==> src/rtl/serial_sub4_pkg.sv <==
// Shared definitions for the bit-serial subtractor: FSM state encoding and
// the default operand width.
package serial_sub4_pkg;

  localparam int DEFAULT_W = 4;

  typedef enum logic [1:0] {
    ST_IDLE = 2'd0,
    ST_RUN  = 2'd1,
    ST_DONE = 2'd2
  } state_t;

endpackage

==> src/rtl/serial_sub4_sub_bit_slice.sv <==
// One full-adder slice with the b operand inverted, so it computes a + ~b + cin.
// Chaining the carry through a flop turns it into a serial subtractor.
module sub_bit_slice
  import serial_sub4_pkg::*;
(
  input  logic a,
  input  logic b,
  input  logic cin,
  output logic s,
  output logic cout
);

  logic b_n;

  assign b_n  = ~b;
  assign s    = a ^ b_n ^ cin;
  assign cout = (a & b_n) | (a & cin) | (b_n & cin);

endmodule

==> src/rtl/serial_sub4.sv <==
// Bit-serial subtractor: D = X - Y - BIN, one bit per clock, LSB first,
// with a start/done handshake and results held until the next completion.
module serial_sub4
  import serial_sub4_pkg::*;
#(
  parameter int N  = DEFAULT_W,
  parameter int CW = 3
) (
  input  logic         clk,
  input  logic         rst,
  input  logic         start,
  input  logic [N-1:0] x,
  input  logic [N-1:0] y,
  input  logic         bin,
  output logic         busy,
  output logic         done,
  output logic [N-1:0] d,
  output logic         bout,
  output logic         v
);

  state_t        state, state_nx;
  logic          accept;
  logic          last;
  logic [CW-1:0] cnt;
  logic [N-1:0]  xs, ys, rs;
  logic          c;
  logic          s, cout;

  sub_bit_slice u_slice (
    .a   (xs[0]),
    .b   (ys[0]),
    .cin (c),
    .s   (s),
    .cout(cout)
  );

  // NOTE: sequential state uses non-blocking assignments so every flop
  // samples pre-edge values, independent of statement order.
  always_ff @(posedge clk or posedge rst) begin
    if (rst) state <= ST_IDLE;
    else     state <= state_nx;
  end

  // NOTE: every output of this block gets a default first, so no path
  // leaves a signal unassigned and no latch is inferred.
  always_comb begin
    state_nx = state;
    accept   = 1'b0;
    last     = 1'b0;
    case (state)
      ST_IDLE: begin
        if (start) begin
          accept   = 1'b1;
          state_nx = ST_RUN;
        end
      end
      ST_RUN: begin
        if (cnt == CW'(N - 1)) begin
          last     = 1'b1;
          state_nx = ST_DONE;
        end
      end
      ST_DONE: begin
        accept   = start;
        state_nx = start ? ST_RUN : ST_IDLE;
      end
      default: state_nx = ST_IDLE;
    endcase
  end

  assign busy = (state == ST_RUN);
  assign done = (state == ST_DONE);

  // Carry flop starts at ~bin so the slice chain computes X + ~Y + ~BIN.
  always_ff @(posedge clk or posedge rst) begin
    if (rst) begin
      cnt  <= '0;
      xs   <= '0;
      ys   <= '0;
      rs   <= '0;
      c    <= 1'b0;
      d    <= '0;
      bout <= 1'b0;
      v    <= 1'b0;
    end else begin
      if (accept) begin
        xs  <= x;
        ys  <= y;
        c   <= ~bin;
        cnt <= '0;
      end else if (state == ST_RUN) begin
        xs  <= xs >> 1;
        ys  <= ys >> 1;
        rs  <= {s, rs[N-1:1]};
        c   <= cout;
        cnt <= cnt + CW'(1);
      end
      // On the last bit, c holds c_{N-1} and cout is c_N.
      if (last) begin
        d    <= {s, rs[N-1:1]};
        bout <= ~cout;
        v    <= c ^ cout;
      end
    end
  end

endmodule
==> config.mk <==
export PLATFORM = sky130hd
export DESIGN_NAME = serial_sub4
export DESIGN_NICKNAME = d
export VERILOG_FILES = /design/src/rtl/serial_sub4_pkg.sv /design/src/rtl/serial_sub4_sub_bit_slice.sv /design/src/rtl/serial_sub4.sv
export SDC_FILE = /design/constraint.sdc
export NUM_CORES = 1
export LEC_CHECK = 0
export ABC_CLOCK_PERIOD_IN_PS = 2200
export CORE_MARGIN = 4
export CORE_UTILIZATION = 43
export DETAILED_ROUTE_END_ITERATION = 12
export GPL_TIMING_DRIVEN = 0
export PLACE_DENSITY = 0.67
export SLEW_MARGIN = 20
export SYNTH_ARGS = -nofsm -noshare
export SYNTH_HDL_FRONTEND = slang
export SYNTH_SLANG_ARGS = --single-unit
export TNS_END_PERCENT = 20
==> constraint.sdc <==
create_clock -name clk -period 2.2 [get_ports clk]
set_clock_uncertainty 0.2 [all_clocks]
set_input_delay 0.44 -clock clk [delete_from_list [all_inputs] [get_ports clk]]
set_output_delay 0.44 -clock clk [all_outputs]
set_load 0.02 [all_outputs]
Word level (Yosys, flattened, before mapping) --
Index checks and enable logic that the tools add are counted.
Word-level totals: memory bits (writable) 0, bits in latches 0, register bits after elaboration 24, output and inout port bits 8, memory bits (read-only) 0, memories kept 0
Cells by class: reduce and logical (&&, ||, !) cells 4, shifts and indexed selects 0, muxes and demuxes 16, add/subtract/negate cells 1, magnitude comparators 0, div/mod/pow operators 0, bitwise logic cells 12, $mul 0, eq/ne operators 5
Operators with widths (number):
- 4-bit 2-to-1 mux | 4
- 1-bit 2-to-1 mux | 6
- 3-bit 2-to-1 mux | 2
- 2-bit case mux with 3 select lines | 1
- 2-bit 2-to-1 mux | 2
- 1-bit NOT | 4
- 2-bit AND reduction | 2
- 3-bit by 1-bit adder with 3-bit output, second input constant | 1
- 1-bit AND | 3
- 3-bit by 2-bit == test with 1-bit output, second input constant | 1
- 1-bit XOR | 3
- 2-bit by 1-bit == test with 1-bit output, second input constant | 1
- 2-bit == test, second input constant | 1
- 2-bit zero test | 1
- 2-bit by 1-bit inequality test with 1-bit output, second input constant | 1
- 2-bit inequality test, second input constant | 1
- 1-bit OR | 2
- 1-bit case mux with 2 select lines | 1
- 2-bit nonzero test | 1

Depth between registers and ports, before layout --
Gate-level depths: netlist (run 1).
depth in word-level cells 6, depth in mapped cells 5, depth with buffers taken out 5

Hierarchy --
A second synthesis (run 1) with hierarchy kept.
Second synthesis, totals: cells, all modules 100, area total of the unflattened synthesis 1154.9 um^2
By module, submodules not included:
- serial_sub4 | times used 1, cells each 95, seq. area each 575.6 um^2, area each 1119.8 um^2
- sub_bit_slice | times used 1, cells each 5, seq. area each 0.0 um^2, area each 35.0 um^2

Worst setup path after synthesis (run 1) --
OpenSTA, ideal clock, no wires.
kind flip-flop to flip-flop, from register c, to register c, setup slack 0.631 ns, stages on the path, launching flop included 5, required time 1.873 ns, data arrival time 1.242 ns, library setup time 0.127 ns, cells stage by stage dfrtp_1 -> fa_1 -> mux2_2 -> nand2_1 -> o21ai_0
Between the ends: longest elaborated chain between the ends 5, elaborated cells on any way between the ends 6, classes of those cells mux: 2; bitwise: 4
RTL lines:
- start: declaration | RTL line serial_sub4.sv:27 | logic c;
- start signal: assignment | RTL line serial_sub4.sv:90 | c <= ~bin;
- start signal: assignment | RTL line serial_sub4.sv:96 | c <= cout;
- 1-bit AND | RTL line serial_sub4_sub_bit_slice.sv:17 | assign cout = (a & b_n) | (a & cin) | (b_n & cin);
- 1-bit OR | RTL line serial_sub4_sub_bit_slice.sv:17
- 1-bit OR (*) | RTL line serial_sub4_sub_bit_slice.sv:17
- 1-bit 2-to-1 mux (*) | RTL line serial_sub4.sv:92 | end else if (state == ST_RUN) begin
- 1-bit 2-to-1 mux (*) | RTL line serial_sub4.sv:87 | if (accept) begin
Every way passes the cells marked *; elsewhere a longest branch is shown, timed or not. The select of a mux whose other input is x is not followed. A chain may end at the register's enable or synchronous reset.

Worst setup path after layout (run 1) --
from register state[1], to output port busy
Between the ends: longest elaborated chain between the ends 1
RTL lines:
- start: declaration | RTL line serial_sub4.sv:22 | state_t state, state_nx;
- start signal: assignment | RTL line serial_sub4.sv:42 | else state <= state_nx;
- 2-bit by 1-bit == test with 1-bit output | RTL line serial_sub4.sv:72 | assign busy = (state == ST_RUN);
- end: declaration | RTL line serial_sub4.sv:15 | output logic busy,
No other way between the ends.

==> impl_metrics.toml, run 1 <==
[placement]
port_buffers = 19
hpwl_um = 1348
gp_congestion = 0.7210

[routing]
wl_per_cell_um = 13.55
antenna_left = 0
drt_iter0_drc = 13
viasPerCell = 5.149
drc = 0
dr.pass1.iters = 4
vias = 726
drt_wl_total_um = 1911

[yosys]
yosys_warnings = 0
syn_avg_cell_area_um2 = 11.59
synthCells = 90
ys_seq_elements = 23
ys_seq_area_share_pct = 55.16
syn-num-nets = 105
synth_cell_types = 26
synthesis.area_um2 = 1044

[final_layout]
drive_above_1_share_pct = 14.16
multi_input_area_um2 = 420.4
seq_area_um2 = 576.8
fin_nets = 129
most-common-layout-cells = "22 x dfrtp_1, 17 x clkdlybuf4s50_1, 13 x nand2_1"
fill_cells = 213
final_common_cell = "dfrtp_1"
syn_to_final_growth_pct = 23.98
diodes = 0

[clock_tree]
clk_pin_slew_ns = 0.12
root_buffer = "clkbuf_4"
clk_latency_ns = 0.31
cts_tree = "done"
numCtsBuffers = 3
cts_setup_buffers = 0
htree_levels = 1
cts_buffer_depth = 2
ctsHoldBuffers = 0
cts_sinks = 23

[critical_path]
crit_required_ns = 1.56
critical_path.startpoint_type = "flop"
timing.rr.end = "d[0]$_DFFE_PP0P_"
reg2reg_slack_ns = 0.56
end_kind = "primary output"
worst_r2r_path_depth = 4
crit_end = "busy"
crit_start = "state[1]$_DFFE_PP0P_"
path_class = "flop to primary output"
cp_max_fo = 10
reg2reg_from = "cnt[0]$_DFFE_PP0P_"
crit_arrival_ns = 1.47

[hold_path]
hold_path.class = "flop to flop"
hold_path_depth = 2

[power_and_ir_drop]
peakVddDrop_mv = 0.6937
finalPower_mw = 1.911
p_per_area_nw_per_um2 = 1477
static-leakage-power_nw = 0.5945

[floorplan]
dieArea_um2 = 3279
rows = 17
io_pins = 20
initial_core_util_pct = 46.28
coreArea_um2 = 2255
die_w_um = 57.26
die_h_um = 57.26

[timing]
fin_tns_setup_ns = 0
grt_setup_unrepaired = "false"
period_share_pct = 95.86
whs_ns = 0.2878
setup_violations = 0
slew_violations = 0
worst_slew_pin_slew_ns = 0.8397
fin_crit_ns = 2.109
fmaxAchievable_mhz = 474.2
slew_headroom_pct = 43.96
final_hold_viol_count = 0

[global_route]
grt_pass1_vias = 743
grt_pass1_wl_um = 3256
overflow = 0
grt_usage_pct = 12.92
grt_start_max_net_pins = 24
antenna_found_initial = 0

[job]
max_cap_viol_count = 0

[outcome]
run_status = "finished clean"
how the worst min path moves through the flow:
stage | to | from
6_report | rs[1]$_DFFE_PP0P_ | rs[1]$_DFFE_PP0P_
3_5_place_dp | rs[1]$_DFFE_PP0P_ | rs[1]$_DFFE_PP0P_
5_1_grt | cnt[2]$_DFFE_PP0P_ | cnt[2]$_DFFE_PP0P_
3_3_place_gp | rs[1]$_DFFE_PP0P_ | rs[1]$_DFFE_PP0P_
4_1_cts | rs[1]$_DFFE_PP0P_ | rs[1]$_DFFE_PP0P_
2_1_floorplan | bout$_DFFE_PP0P_ | rst
power breakdown:
part	internal, mW	switching (mW)	leakage [nW]
clock	0.0708	0.121	0.0150
sequential	0.627	0.124	0.282
combinational	0.473	0.494	0.298
stage by stage:
stage,instances,utilization [%],setup WS [ns],instance area [um^2]
2_1_floorplan,90,-,0.6307,1044
3_3_place_gp,137,56.27,0.1295,1269
3_5_place_dp,137,56.27,0.1392,1269
4_1_cts,141,57.33,0.05202,1292
5_1_grt,141,57.38,0.01490,1294
6_report,141,57.38,0.09106,1294
cells by family after synthesis:
| kind of cell | Yosys count | share of synthesized area (%) |
|---|---|---|
| buffers and inverters | 8 | 4.556 |
| adders and majority gates | 3 | 4.316 |
| and+or+nand+nor | 30 | 16.79 |
| muxes | 7 | 7.314 |
| xor gates and xnor gates | 1 | 0.8395 |
| AOI/OAI and AO/OA | 18 | 11.03 |
| DFF | 23 | 55.16 |
routing by layer:
| layer | wire (um) | up-vias | GRT usage [%] | share of wire [%] |
|---|---|---|---|---|
| li1 | - | 355 | - | - |
| met1 | 909 | 349 | 17.71 | 48 |
| met2 | 870 | 17 | 19.41 | 46 |
| met3 | 90 | 5 | 2.262 | 4.7 |
| met4 | 41 | 0 | 6.954 | 2.1 |
| met5 | 0 | - | 0 | 0 |
cell type report:
cell class | count | share of cell area, %
inverters | 5 | 1.644
well taps | 28 | 2.708
multi-input cells | 59 | 32.50
repair buffers | 19 | 14.51
plain buffers | 3 | 2.031
clock buffers | 4 | 2.031
flip-flops and latches | 23 | 44.58
cells in the mapped netlist:
cell type  number  area, um^2
a211oi_1        2       15.01
a21oi_1         2       10.01
a22o_1          3       26.28
and2b_1         1       7.510
buf_4           2       15.01
buf_6           1       11.26
dfrtp_1        23       575.6
fa_1            1       20.02
ha_1            2       25.02
inv_1           4       15.01
inv_4           1       6.260
mux2_2          5       56.30
mux2i_1         2       20.02
nand2_1        13       48.80
nand2b_1        1       6.260
nand2b_4        1       13.76
nand3_1         1       5.000
nand3b_4        1       20.02
nor2_1          4       15.01
nor2_8          1       20.02
nor2b_1         3       18.77
nor3_1          4       20.02
o21ai_0         6       30.03
o22ai_1         4       25.02
o2bb2ai_1       1       8.760
xnor2_1         1       8.760
sequential cells by signal (all words and copies together), names as in the netlist:
signal,count
d,4
cnt,3
xs,4
v,1
bout,1
rs,3
ys,4
state,2
c,1
repair_timing:
action                                  in CTS  in global routing
endpoints found under the hold margin        0                  0
resized for setup                            2                  1
endpoints found under the setup margin       2                  1
worst max-delay path: stages (launching register included):
cell and delay [ns]:
dfrtp_2 0.48, nand2b_4 0.18, inv_4 0.14, dlygate4sd2_1 0.35
Note: power is estimated with default switching activity, not from simulation.
==> run 2, diff against run 1 <==
--- a/config.mk
+++ b/config.mk
@@ -7,10 +7,11 @@
 export LEC_CHECK = 0
 export ABC_CLOCK_PERIOD_IN_PS = 2200
 export CORE_MARGIN = 4
-export CORE_UTILIZATION = 43
+export CORE_UTILIZATION = 50
 export DETAILED_ROUTE_END_ITERATION = 12
+export GPL_ROUTABILITY_DRIVEN = 1
 export GPL_TIMING_DRIVEN = 0
-export PLACE_DENSITY = 0.67
+export PLACE_DENSITY = 0.76
 export SLEW_MARGIN = 20
 export SYNTH_ARGS = -nofsm -noshare
 export SYNTH_HDL_FRONTEND = slang
==> impl_metrics.toml, run 2 (synthesized netlist as in run 1, its figures left out) <==
[timing]
slew_violations = 0
fin_tns_setup_ns = 0
fmaxAchievable_mhz = 477.2
whs_ns = 0.2920
fin_crit_ns = 2.096
period_share_pct = 95.26
grt_setup_unrepaired = "false"
worst_slew_pin_slew_ns = 0.8370
setup_violations = 0
final_hold_viol_count = 0
slew_headroom_pct = 44.14

[final_layout]
syn_to_final_growth_pct = 23.98
diodes = 0
drive_above_1_share_pct = 15.04
final_common_cell = "dfrtp_1"
top_regs = "d x4, xs x4, ys x4"
finalInstanceArea_um2 = 1294
fin_nets = 129
most-common-layout-cells = "22 x dfrtp_1, 17 x clkdlybuf4s50_1, 13 x nand2_1"
final_cell_count_no_fill = 140

[clock_tree]
root_buffer = "clkbuf_4"
clk_pin_slew_ns = 0.12
clk_latency_ns = 0.30
numCtsBuffers = 3
htree_levels = 1
cts_buffer_depth = 2
cts_sinks = 23
cts_tree = "done"

[critical_path]
crit_required_ns = 1.56
worst_r2r_path_depth = 4
critical_path.startpoint_type = "flop"
cp_max_fo = 10
crit_arrival_ns = 1.46
end_kind = "primary output"
path_class = "flop to primary output"

[global_route]
antenna_found_initial = 0
overflow = 0
grt_start_max_net_pins = 24
grt_usage_pct = 13.99
grt_pass1_vias = 685
grt_pass1_wl_um = 2946

[routing]
drt_wl_total_um = 1745
drc = 0
antenna_left = 0
vias = 718
dr.pass1.iters = 4
wl_per_cell_um = 12.46
drt_iter0_drc = 6
viasPerCell = 5.129

[floorplan]
initial_core_util_pct = 52.65
rows = 16
die_w_um = 53.69
dieArea_um2 = 2882
io_pins = 20
coreArea_um2 = 1982
die_h_um = 53.69

[power_and_ir_drop]
p_per_area_nw_per_um2 = 1471
static-leakage-power_nw = 0.5973
peakVddDrop_mv = 0.8987

[hold_path]
hold_path.class = "flop to flop"
hold_path_depth = 2

[placement]
gp_congestion = 0.7463
port_buffers = 19
post-place-cells = 136
hpwl_um = 1261
placed_area_um2 = 1267

[job]
max_cap_viol_count = 0

[outcome]
run_status = "finished clean"
[run 2: changes by cell type in the layout (fill, tap and decap cells not counted)]
cell,previous run,this run
clkbuf_1,1,0
clkinv_2,0,1
[run 2: worst paths after layout]
kind                                      start                    to  slack (ns)
min reg2reg                   rs[1]$_DFFE_PP0P_     rs[1]$_DFFE_PP0P_        0.29
max in group asynchronous                   rst  state[1]$_DFFE_PP0P_        0.84
max reg2reg                  cnt[0]$_DFFE_PP0P_      d[3]$_DFFE_PP0P_        0.56
min in group asynchronous                   rst    cnt[1]$_DFFE_PP0P_        0.39
max                        state[1]$_DFFE_PP0P_                  busy        0.10
min                           rs[1]$_DFFE_PP0P_     rs[1]$_DFFE_PP0P_        0.29
[run 2: cell type report]
| cell class | instances | area, um^2 |
|---|---|---|
| Clock inverter | 1 | 5.005 |
| Timing Repair Buffer | 19 | 187.7 |
| Sequential cell | 23 | 576.8 |
| Tap cell | 27 | 33.78 |
| Multi-Input combinational cell | 59 | 420.4 |
| Inverter | 5 | 21.27 |
| Clock buffer | 3 | 22.52 |
| Buffer | 3 | 26.28 |
| Fill cell | 158 | 688.2 |
[run 2: report_power, final]
part	total [mW]	internal, mW	switching (mW)
logic	0.966	0.474	0.492
clock network	0.187	0.0676	0.119
registers	0.750	0.627	0.123
[run 2: metal layers]
metal	share of wire [%]	vias to the layer above	global-route usage, %
li1	-	353	-
met1	48	345	19.61
met2	46	18	21.98
met3	5.4	2	2.493
met4	0.46	0	4.255
met5	0	-	0
[run 2: critical path, cell delays in order (launching register included)]
cell and delay, ns:
dfrtp_2 0.48, nand2b_4 0.18, inv_4 0.14, dlygate4sd2_1 0.35
[run 2: metrics by stage]
| step | utilization, % | total power, mW | worst slack [ns] |
|---|---|---|---|
| detailed placement | 63.95 | 1.745 | 0.1432 |
| CTS | 65.21 | 1.920 | 0.06796 |
| global route | 65.28 | 2.067 | 0.02225 |
| global placement | 63.95 | 1.709 | 0.1458 |
| finish | 65.28 | 1.903 | 0.1044 |
| floorplan | - | 1.445 | 0.6307 |
[run 2: timing repair]
item | 4_1_cts | 5_1_grt
setup buffers | 0 | 0
hold endpoints to repair | 0 | 0
setup endpoints to repair | 2 | 1
hold buffers | 0 | 0
resized for setup | 2 | 1
==> run 3, diff against run 2 <==
--- a/config.mk
+++ b/config.mk
@@ -16,4 +16,4 @@
 export SYNTH_ARGS = -nofsm -noshare
 export SYNTH_HDL_FRONTEND = slang
 export SYNTH_SLANG_ARGS = --single-unit
-export TNS_END_PERCENT = 20
+export TNS_END_PERCENT = 5
==> results of run 3 <==
Same layout as run 2: the final DEF is identical, and so are final timing and power.
==> variant 1: new RTL, config.mk and constraints of run 1 <==
The parameter `CW` goes from 3 to 5.
--- a/src/rtl/serial_sub4.sv
+++ b/src/rtl/serial_sub4.sv
@@ -5,5 +5,5 @@
 #(
   parameter int N  = DEFAULT_W,
-  parameter int CW = 3
+  parameter int CW = 5
 ) (
   input  logic         clk,
Function: no difference found for any inputs over 10 cycles, from zero or initial values and one cycle with rst high; that may be too few to reach the edited logic, so the function may still have changed.
==> variant 1 against run 1 <==
  * Die area grew 5.3%
  * Wire length increased by 8.1%
  * Total power rose by 2.9%
  * Clock power increased by 6%
  * Sequential cell count rose by 2
  * Sequential share of layout area increased by 1.1 points
  * Via count rose by 6.3%
  * Count of clock-buffer cells in the layout unchanged
  * Setup slack improved by 0.075 ns
  * Area after synthesis increased by 6.1%
  * Design area rose by 5.9%
==> variant 1: results (changes against run 1) <==
metric,value,unit,change
GR Util All Layers,13.5,%,was 12.9%
status,finished clean,,unchanged
"top cells by count, synth","dfrtp_1 (25), nand2_1 (19), mux2_4 (5)",,"was dfrtp_1 (23), nand2_1 (13), o21ai_0 (6), mux2_2 (5)"
postcts setup bufs,0,,unchanged
Fill cells,242,,was 213
Final HPWL DP,1550,um,was 1350 um
CTS buffer count,3,,unchanged
Biggest register,cnt,,
leakage,0.678,nW,was 0.595 nW
Synth cell types,27,,was 26
total number of vias,772,,was 726
Mapped Nets,110,,was 105
register area share after synthesis,56.5,%,was 55.2%
crit path max fanout,19,,was 10
largest net degree at the start of global routing,26,,was 24
global-route wire length before repair,3520,um,was 3260 um
Synth area leaders,"dfrtp_1 (56%), mux2_4 (6.8%), nand2_1 (6.4%), mux2i_1 (3.6%), nor4b_4 (2.1%)",,"was dfrtp_1 (55%), mux2_2 (5.4%), nand2_1 (4.7%), o21ai_0 (2.9%), a22o_1 (2.5%)"
Yosys warning count,0,,unchanged
fin nets,133,,was 129
n_diodes,0,,unchanged
layout cell share with drive strength beyond 1,12.7,%,was 14.2%
Worst Hold Class,flip-flop to flip-flop,,unchanged
VDD IR max,744,uV,was 694 uV
"wirelength, routed",2070,um,was 1910 um
RePlAce Congestion,0.738,,was 0.721
DR pass1 iterations,5,,was 4
worst-margin pin slew,0.931,ns,was 0.840 ns
Root Buffer,clkbuf_4,,unchanged
CP arrival,1.39,ns,was 1.47 ns
DR iter-0 viols,19,,was 13
asr flop ratio synth,100,%,unchanged
[variant 1: cell count changes after synthesis, moves of 3 or more]
cell	before	now
buf_2	0	3
nand2_1	13	19
o21ai_0	6	2
o22ai_1	4	1
a22oi_1	0	3
nand3_1	1	4
mux2_4	0	5
mux2_2	5	1
[variant 1: kinds of logic (layout without fill, tap and decap cells)]
family	after synthesis	count (layout)	synth area share (%)
AO/OA/AOI/OAI	12	12	7.91
XOR/XNOR	1	1	0.791
adder cells (fa/ha/maj)	2	2	2.94
buffers and inverters	9	31	3.39
flip-flops	25	25	56.5
multiplexers	10	10	11.4
AND/OR/NAND/NOR	37	37	17.1
[variant 1: power by group]
part | leakage (nW) | total, mW | internal [mW] | switching [mW]
Sequential | 0.312 | 0.827 | 0.670 | 0.157
Clock | 0.0150 | 0.203 | 0.0708 | 0.132
Combinational | 0.351 | 0.936 | 0.460 | 0.475
[variant 1: worst max-delay path: stages, from the launching register on]
cell and delay, ns:
dfrtp_1 0.45, nand2b_4 0.13, clkinv_4 0.14, dlygate4sd2_1 0.36
[variant 1: layout make-up]
class / count / share of cell area, %
sequential: 25 / 45.7
multi-input combinational: 62 / 33.0
timing repair buffer: 19 / 14.0
tap: 30 / 2.74
clock buffer: 4 / 1.92
inverter: 5 / 1.74
buffer: 3 / 1.00
[variant 1: path summary, 6_finish.rpt]
path                                from  slack, ns  cells past startpoint  endpoint
max in group asynchronous            rst       0.81                      2     rs[1]
worst min register to register     rs[1]       0.30                      2     rs[1]
worst max register to register    cnt[0]       0.49                      4      d[0]
min in group asynchronous            rst       0.42                      2      d[3]
worst max-delay path            state[0]       0.17                      3      busy
worst min-delay path               rs[1]       0.30                      2     rs[1]
[variant 1: what timing repair did]
action | CTS | global route
pin swaps | 0 | 0
resized for setup | 2 | 3
endpoints found under the setup margin | 1 | 2
[variant 1: layer usage]
layer	GRT usage, %	share of wire (%)	up-vias
met1	18.0	45	373
met3	2.85	4.0	2
met2	21.0	50	20
met5	0	0	-
met4	6.15	0.82	0
li1	-	-	377
[variant 1: stage by stage]
step	total power, mW	instances	instance area [um2]	hold slack [ns]	worst slack (ns)
finish	1.97	148	1370	0.296	0.166
floorplan	1.47	96	1110	0.246	0.608
CTS	1.98	148	1360	0.307	0.0139
detailed placement	1.79	145	1340	0.279	-0.107
global placement	1.75	145	1340	0.262	-0.105
global route	2.13	148	1370	0.332	0.0680
==> variant 2: new RTL, flow settings as in run 1 <==
Made on the original files. Put a register stage on the outputs `busy` and `done`, without a reset. The values now appear one clock later. The other outputs are not delayed to match.
--- a/src/rtl/serial_sub4.sv
+++ b/src/rtl/serial_sub4.sv
@@ -70,6 +70,8 @@
   end
 
-  assign busy = (state == ST_RUN);
-  assign done = (state == ST_DONE);
+  always_ff @(posedge clk) begin
+    busy <= (state == ST_RUN);
+    done <= (state == ST_DONE);
+  end
 
   // Carry flop starts at ~bin so the slice chain computes X + ~Y + ~BIN.
Function: changed (a bounded check fails within 4 cycles, from zero or initial values and one cycle with rst high).
==> variant 2 against run 1 <==
  * Wire length down 4.5%
  * Largest power group unchanged
  * Area after synthesis grew 3.8%
  * Total power grew 2.2%
  * Sequential cell count is 2 higher
  * Synthesized cell count up 2.2%
  * Setup slack gained 0.19 ns
  * Clock power is 3% higher
  * Combinational power shrank 0.9%
  * Design area up 3.2%
==> variant 2: results (changes against run 1) <==
metric,value,unit,change
status,finished clean,,unchanged
"top cells by count, synth","dfrtp_1 (23), nand2_1 (13), o21ai_0 (6), mux2_2 (5)",,unchanged
postcts setup bufs,0,,unchanged
CP arrival,1.28,ns,was 1.47 ns
Synth cell types,27,,was 26
crit path max fanout,2,,was 10
leakage,0.607,nW,was 0.595 nW
Port Buffers,19,,unchanged
VDD IR max,1130,uV,was 694 uV
"Clk Latency, worst-skew pair",0.31,ns,about the same
drt wl/cell,12.8,um,was 13.6 um
GR Util All Layers,12.0,%,was 12.9%
layout cell share with drive strength beyond 1,13.0,%,was 14.2%
Final HPWL DP,1320,um,was 1350 um
Mapped Nets,107,,was 105
H-Tree Depth,1,,unchanged
number of global-route vias before repair,701,,was 743
Fill cells,203,,was 213
worst-margin pin slew,0.856,ns,was 0.840 ns
Root Buffer,clkbuf_4,,unchanged
Worst Hold Class,flip-flop to flip-flop,,unchanged
family with the most delay on the worst path,buffers and inverters,,unchanged
initial antenna violation count,0,,unchanged
register area share after synthesis,56.8,%,was 55.2%
fin nets,131,,was 129
DP Worst Slack,0.256,ns,was 0.139 ns
asr flop ratio synth,92.0,%,was 100%
global-route wire length before repair,3130,um,was 3260 um
largest registers,"d (4), xs (4), ys (4)",,unchanged
Synth area leaders,"dfrtp_1 (53%), mux2_2 (5.2%), nand2_1 (4.5%), dfxtp_1 (3.7%), o21ai_0 (2.8%)",,"was dfrtp_1 (55%), mux2_2 (5.4%), nand2_1 (4.7%), o21ai_0 (2.9%), a22o_1 (2.5%)"
DR pass1 iterations,4,,unchanged
CTS resizes,0,,was 2
via/cell ratio,5.03,,was 5.15
slowest CP cell,clkdlybuf4s50_1,,was dfrtp_2
clock slew at reported path FFs,0.13,ns,
"wirelength, routed",1830,um,was 1910 um
Yosys warning count,0,,unchanged
largest net degree at the start of global routing,24,,unchanged
CTS buffer count,3,,unchanged
Placed Area,0.00131,mm2,was 0.00127 mm2
n_diodes,0,,unchanged
Worst path max stage delay,0.60,ns,was 0.48 ns
RePlAce Congestion,0.712,,was 0.721
DR iter-0 viols,16,,was 13
Bufs on Longest Clock Path,2,,unchanged
placed insts,139,,was 137
Syn Inst Count,92,,was 90
variant 2: cell count changes after synthesis:
cell	change
dfxtp_1	+2
variant 2: cell type report:
| cell class | count | area (um2) | area share, % |
|---|---|---|---|
| buffer | 3 | 26.3 | 1.97 |
| clock buffer | 4 | 26.3 | 1.97 |
| inverter | 5 | 21.3 | 1.59 |
| multi-input combinational | 59 | 420 | 31.5 |
| sequential | 25 | 616 | 46.1 |
| tap | 28 | 35.0 | 2.62 |
| timing repair buffer | 19 | 190 | 14.2 |
variant 2: metal layers:
| layer | vias to the layer above | share of wire [%] | track usage (%) |
|---|---|---|---|
| met5 | - | 0 | 0 |
| met4 | 0 | 0.93 | 2.98 |
| met3 | 2 | 6.2 | 4.68 |
| met2 | 16 | 48 | 19.0 |
| met1 | 337 | 45 | 15.5 |
| li1 | 365 | - | - |
variant 2: cells by family after synthesis:
| logic type | share of synthesized area [%] |
|---|---|
| adders and majority gates | 4.16 |
| buffers and inverters | 4.39 |
| DFF | 56.8 |
| xor gates and xnor gates | 0.808 |
| muxes | 7.04 |
| AOI/OAI and AO/OA | 10.6 |
| and+or+nand+nor | 16.2 |
variant 2: worst paths after layout:
path	from	to	slack, ns	cells after the start
max	d[1]	d[1]	0.28	1
min	bout	bout	0.29	2
max reg2reg	c	c	0.56	4
min reg2reg	bout	bout	0.29	2
max in group asynchronous	rst	bout	0.88	2
min in group asynchronous	rst	rs[1]	0.38	2
variant 2: where the power goes:
part / switching [mW] / internal [mW] / total, mW
Sequential: 0.124 / 0.674 / 0.798
Clock: 0.126 / 0.0708 / 0.197
Combinational: 0.478 / 0.480 / 0.958
variant 2: tightest hold or removal path, stage by stage, from the launching register on:
cell     delay [ns]
dfrtp_1        0.36
nand2_1        0.05
o21ai_0        0.06
